[config.mk]
export PLATFORM = sky130hd
export DESIGN_NAME = modulo_barrido_display
export DESIGN_NICKNAME = d
export VERILOG_FILES = /design/src/rtl/display_pkg.sv /design/src/rtl/modulo_prescaler.sv /design/src/rtl/modulo_barrido_display.sv
export SDC_FILE = /design/constraint.sdc
export NUM_CORES = 1
export LEC_CHECK = 0
export ABC_CLOCK_PERIOD_IN_PS = 5190
export CORE_MARGIN = 2
export CORE_UTILIZATION = 50
export CTS_BUF_LIST = sky130_fd_sc_hd__clkbuf_4 sky130_fd_sc_hd__clkbuf_8
export CTS_CLUSTER_DIAMETER = 120
export DETAILED_ROUTE_END_ITERATION = 10
export DONT_BUFFER_PORTS = 1
export PLACE_DENSITY = 0.65
export SETUP_SLACK_MARGIN = 0.15
export SLEW_MARGIN = 15
export SYNTH_ARGS = -nofsm -noshare
export SYNTH_HDL_FRONTEND = slang
export SYNTH_SLANG_ARGS = --single-unit
[constraint.sdc]
create_clock -name clk -period 5.19 [get_ports clk]
set_input_delay 0.2595 -clock clk [delete_from_list [all_inputs] [get_ports clk]]
set_output_delay 0.2595 -clock clk [all_outputs]
set_load 0.02 [all_outputs]
[src/rtl/display_pkg.sv]
// Shared types and constants for the four-digit multiplexed display path.
package display_pkg;
    localparam int         N_DIGITS   = 4;
    localparam logic [3:0] ANODOS_OFF = 4'b1111;

    typedef logic [3:0] nibble_t;
    typedef logic [1:0] digit_idx_t;
endpackage

[src/rtl/modulo_prescaler.sv]
// Free-running modulo-DIV counter with a one-cycle tick on the last count.
module modulo_prescaler #(
    parameter  int DIV = 27000,
    localparam int CW  = $clog2(DIV)
) (
    input  logic          clk,
    input  logic          rst,
    output logic          tick,
    output logic [CW-1:0] cnt
);
    assign tick = (cnt == CW'(DIV - 1));

    always_ff @(posedge clk) begin
        if (rst)       cnt <= '0;
        else if (tick) cnt <= '0;
        else           cnt <= cnt + 1'b1;
    end
endmodule

[src/rtl/modulo_barrido_display.sv]
// Four-digit scanner: latches a 16-bit value and time-multiplexes its nibbles
// onto a 7-segment decoder with active-low anodes, dead-time and zero blanking.
module modulo_barrido_display
    import display_pkg::*;
#(
    parameter int REFRESH_DIV = 27000
) (
    input  logic        clk,
    input  logic        rst,
    input  logic [15:0] valor,
    input  logic        carga,
    input  logic        blank_ceros,
    output nibble_t     data,
    output logic [3:0]  anodos,
    output digit_idx_t  digito
);
    localparam int CW = $clog2(REFRESH_DIV);

    logic [15:0]   sombra;
    logic [CW-1:0] cnt;
    logic          tick;
    digit_idx_t    idx;
    logic          blank;
    logic [15:0]   alto;

    modulo_prescaler #(.DIV(REFRESH_DIV)) u_presc (
        .clk  (clk),
        .rst  (rst),
        .tick (tick),
        .cnt  (cnt)
    );

    always_ff @(posedge clk) begin
        if (rst) begin
            sombra <= '0;
            idx    <= '0;
        end else begin
            if (carga) sombra <= valor;
            if (tick)  idx    <= idx + 2'd1;
        end
    end

    // Nibbles idx..3 all zero means this digit is a leading zero.
    always_comb begin
        alto  = sombra >> {idx, 2'b00};
        blank = blank_ceros && (idx != 2'd0) && (alto == 16'h0000);
    end

    always_ff @(posedge clk) begin
        if (rst) begin
            data   <= '0;
            anodos <= ANODOS_OFF;
            digito <= '0;
        end else begin
            data   <= sombra[{idx, 2'b00} +: 4];
            digito <= idx;
            if (cnt == '0 || blank) anodos <= ANODOS_OFF;
            else                    anodos <= ~(4'b0001 << idx);
        end
    end
endmodule

# Yosys cells after proc, flatten, opt, wreduce, memory -nomap -nowiden
# Cells that the tools add are included.
[classes]
add_sub_neg = 2
eq_ne = 1
shift = 3
bitwise = 1
n_reduce_logical = 8
[ops]
columns = ["operator", "count"]
rows = [
  ["16-bit zero test", 1],
  ["16-bit by 5-bit variable part select with 4-bit output", 1],
  ["16-bit by 4-bit >> shifter with 16-bit output", 1],
  ["15-bit by 1-bit adder with 15-bit output, second input constant", 1],
  ["15-bit == test, second input constant", 1],
  ["15-bit zero test", 1],
  ["4-bit inverter", 1],
  ["2-bit OR reduction", 2],
  ["1-bit by 2-bit << shifter with 4-bit output, first input constant", 1],
  ["2-bit by 1-bit adder with 2-bit output, second input constant", 1],
  ["1-bit logical AND", 2],
  ["2-bit nonzero test", 1],
  ["1-bit logical OR", 1],
]
[word_totals]
reg_bits = 43
input_bits = 20
output_inout_bits = 10
word_cells = 21

# Depth between registers and ports, before layout
[depth]
word_depth = 5
depth_mapped = 7
mapped_depth_nobuf = 6

# Cells and area by module
# Synthesis repeated with hierarchy kept, for this count alone.
[hier_totals]
hier_cells = 180
hier_area_um2 = 1835.5
[by_module_without_submodules]
columns = ["module", "instances", "cells_per_inst", "area_per_inst_um2", "seq_area_each_um2"]
rows = [
  ["modulo_barrido_display", 1, 102, 1137.3, 560.5],
  ["modulo_prescaler", 1, 78, 698.2, 300.3],
]

# Worst setup path before layout
# OpenSTA, ideal clock, no wires.
[synth_path]
path_type = "flip-flop to flip-flop"
from = "register idx[0]"
to = "register anodos[1]"
setup_ns = 0.079
t_arrival_ns = 1.678
t_required_ns = 5.111
setup_slack_ns = 3.433
stages_incl_launch_ff = 5
n_path_buf = 1
synth_period_minus_slack_ns = 1.757
path_cell_list = "dfxtp_1 > buf_6 > mux4_2 > or4_4 > o211ai_1"
[synth_via]
elab_chain_len = 5
word_cells_on_any_way = 9
cone_classes = "shift (2); bitwise (1); reduce/logical (6)"
[synth_lines]
columns = ["element", "line_no", "rtl"]
rows = [
  ["from (decl)", "modulo_barrido_display.sv:22", "digit_idx_t idx;"],
  ["from (signal assigned)", "modulo_barrido_display.sv:39", "if (tick) idx <= idx + 2'd1;"],
  ["16-bit by 4-bit >> shifter with 16-bit output or 2-bit nonzero test (tied branches)", "modulo_barrido_display.sv:45, modulo_barrido_display.sv:46", ""],
  ["16-bit zero test or 1-bit logical AND (tied branches)", "modulo_barrido_display.sv:46", "blank = blank_ceros && (idx != 2'd0) && (alto == 16'h0000);"],
  ["1-bit logical AND", "modulo_barrido_display.sv:46", ""],
  ["1-bit logical OR", "modulo_barrido_display.sv:57", "if (cnt == '0 || blank) anodos <= ANODOS_OFF;"],
  ["2-bit OR reduction (no line)", "-", ""],
  ["to (signal assigned)", "modulo_barrido_display.sv:58", "else anodos <= ~(4'b0001 << idx);"],
  ["to (decl)", "modulo_barrido_display.sv:14", "output logic [3:0] anodos,"],
]
# Parallel ways exist; a longest one is shown, timed or not.
# A chain may end at the register's enable or synchronous reset.

# Worst setup path in the final report
[layout_path]
from = "register idx[0]"
to = "register anodos[2]"
# The elaborated chain is that of the path after synthesis.

==> out/results.txt <==
Worst R2R Start = idx[0]$_SDFFE_PP0P_
CTS tree = done
CTS Root Cell = clkbuf_4
Clk slew on worst S/H paths = 0.11 ns
Starting density of the core = 53.26%
Seq/Total Area, Yosys = 47.32%
Total grt overflow = 0
Final min period = 1.995 ns
Clock buffer depth = 2
CP arrival = 2.27 ns
Final nets = 213
Count of input and output buffers = 0
Layout cells sized above 1 = 6.383%
Via count = 1317
Cell Area, Synth = 0.001819 mm²
Syn nets = 213
GRT Resource Usage Total = 18.00%
R2R depth = 3
Seq cells post-synth = 43
Final Routed Wirelength = 3450 µm
WP data required = 5.47 ns
Fin Setup TNS = 0 ns
Sequential share of power = 61.6%
Hold Crit Endpoint = sombra[3]$_SDFFE_PP0P_
# Max-Cap Violations = 0
FP Rows = 21
Status = finished, final reports clean
GP Congestion = 0.9064
Register Area = 860.8 µm²
Detailed placer's ending HPWL = 2536 µm
Critical R2R Capture = anodos[2]$_SDFF_PP1_
Post-DR wirelength/cell = 14.74 µm
Die width = 64.32 µm
Lkg Pwr = 0.7193 nW
Slew Limit Headroom = 42.37%
RSZ-0062 raised after global routing = no
Most common cell after layout, fill and taps aside = dfxtp_1
DRT antenna net count = 0
Starting DRT DRC Count = 76
Clock power frac = 32.8%
Multi-input combinational cell area = 885.9 µm²
Ports = 30
Final hold vios = 0
Area after DPL = 0.001834 mm²
Layout area overhead = 5.365%
Setup CP Type = flop to flop
Vias in the first global route = 1218
Max Slew Vio Count = 0
CP startpoint kind = flop
Syn. warnings = 0
CTS Sinks = 43
Fin crit share = 38.44%
Most frequent cells in the layout = dfxtp_1 (43), nor2_1 (37), mux2i_1 (16), xnor2_1 (11)
Syn avg cell area = 9.729 µm²
Hold Path Origin = valor[3]
Clock Skews = 0.01251 ns
Drt pass-1 iters = 4
Die H = 64.32 µm
Final setup fails = 0
NetSw = 0.1307 mW
Post-route cell area = 0.001917 mm²
Fmax = 0.5013 GHz
Postcts setup bufs = 0
Fill count = 305
DRC violations left = 0
First-pass GRT wire length = 5761 µm
Post-synth cell types = 30
R2R setup slack = 3.20 ns
Initial antenna violation count = 0
Worst Tran Pin Value = 0.8616 ns
H-tree depth = 2
Largest net degree at the start of global routing = 26
Largest fanout on the critical path = 11
CP endpoint kind = flop
Die Area = 0.004137 mm²
Maximum VDD drop = 0.1980 mV
Setup ws final = 3.195 ns
Hold Crit Class = primary input to flop
Sw Share = 22.78%
Placement Setup Slack = 3.215 ns
Core ar. = 0.003416 mm²
Total CTS buffers = 5
Latest clock arrival within the worst-skew pair = 0.36 ns
Mean number of vias per cell = 5.628
Hold Path Cell Cnt = 2
Internal Pwr Total = 0.4432 mW
Mapped Cells = 187
Antenna cells = 0
Comb pwr share = 5.6%
Power per cell area = 299.4 mW/mm²
repair_timing:
action                                 4_1_cts  5_1_grt
setup endpoints to repair                    0        0
gates resized for setup                      0        0
hold buffers                                 1        0
endpoints found under the hold margin       25        0
cell type report:
cell class,instances,area share (%)
multi-input combinational,128,46.21
sequential,43,44.91
clock buffer,8,3.786
tap,46,3.003
inverter,8,1.567
timing repair buffer,1,0.5222
Yosys cell counts:
cell type   n  share of area [%]
a21o_1      1               0.41
a21oi_1     4                1.1
and3_1      1               0.34
and4b_1     1               0.55
buf_1       2               0.41
buf_2       1               0.27
buf_4       1               0.41
buf_6       1               0.62
clkbuf_1    3               0.62
dfxtp_1    43                 47
ha_1        6                4.1
inv_1       8                1.7
mux2i_1    16                8.8
mux4_1      1                1.4
mux4_2      3                3.7
nand2_1     6                1.2
nand3_1     8                2.2
nand4_1     2               0.69
nor2_1     37                7.6
nor2b_1     4                1.4
nor3_1      7                1.9
nor4_1      6                2.1
o211ai_1    4                1.7
o21ai_1     2               0.55
o2bb2ai_1   1               0.48
or3_1       2               0.69
or4_1       2               0.83
or4_4       1               0.62
xnor2_1    11                5.3
xor2_1      2               0.96
metal layers:
metal | track usage [%] | vias to the layer above | wire length, µm | part of all wire [%]
met1 | 24.78 | 623 | 1665 | 48
met2 | 26.43 | 40 | 1511 | 44
met4 | 6.383 | 0 | 50 | 1.4
met5 | 0 | - | 0 | 0
met3 | 5.810 | 6 | 222 | 6.4
li1 | - | 648 | - | -
worst max path at each step:
| stage | slack [ns] | to | depth (start not counted) | start |
|---|---|---|---|---|
| 3_3_place_gp | 3.29 | anodos[2]$_SDFF_PP1_ | 3 | idx[0]$_SDFFE_PP0P_ |
| 6_report | 3.20 | anodos[2]$_SDFF_PP1_ | 3 | idx[0]$_SDFFE_PP0P_ |
| 3_5_place_dp | 3.21 | anodos[2]$_SDFF_PP1_ | 3 | idx[0]$_SDFFE_PP0P_ |
| 2_1_floorplan | 3.43 | anodos[1]$_SDFF_PP1_ | 4 | idx[0]$_SDFFE_PP0P_ |
| 4_1_cts | 3.19 | anodos[2]$_SDFF_PP1_ | 3 | idx[0]$_SDFFE_PP0P_ |
| 5_1_grt | 3.07 | anodos[2]$_SDFF_PP1_ | 6 | idx[0]$_SDFFE_PP0P_ |
flip-flops by register name (all words and copies together) (netlist names):
signal and count:
sombra 16, u_presc.cnt 15, anodos 4, data 4, digito 2, idx 2
metrics by stage:
stage | instances | utilization [%] | hold WS [ns] | total power, mW
2_1_floorplan | 187 | - | 0.4064 | 0.3879
3_3_place_gp | 225 | 53.70 | 0.3330 | 0.3886
3_5_place_dp | 225 | 53.70 | 0.3330 | 0.3903
4_1_cts | 234 | 56.12 | 0.04797 | 0.5773
5_1_grt | 234 | 56.12 | 0.04911 | 0.5978
6_report | 234 | 56.12 | 0.04960 | 0.5739
critical path, stage by stage, from the launching register on:
cell      delay (ns)
dfxtp_1         0.62
mux4_2          0.57
or4_4           0.55
o211ai_1        0.18
cell families after synthesis:
group,after synthesis,synth area share [%]
AO/OA/AOI/OAI,12,4.196
multiplexers,20,13.96
XOR/XNOR,13,6.259
AND/OR/NAND/NOR,77,20.15
flip-flops,43,47.32
buffers and inverters,16,3.989
adder cells (fa/ha/maj),6,4.126
power groups by stage:
stage / logic [mW] / clock network (mW) / registers, mW
3_5_place_dp: 0.0293 / 0 / 0.361
3_3_place_gp: 0.0281 / 0 / 0.361
2_1_floorplan: 0.0307 / 0 / 0.357
4_1_cts: 0.0326 / 0.191 / 0.354
5_1_grt: 0.0381 / 0.205 / 0.355
6_report: 0.0323 / 0.188 / 0.353
(Power assumes the default switching activity.)
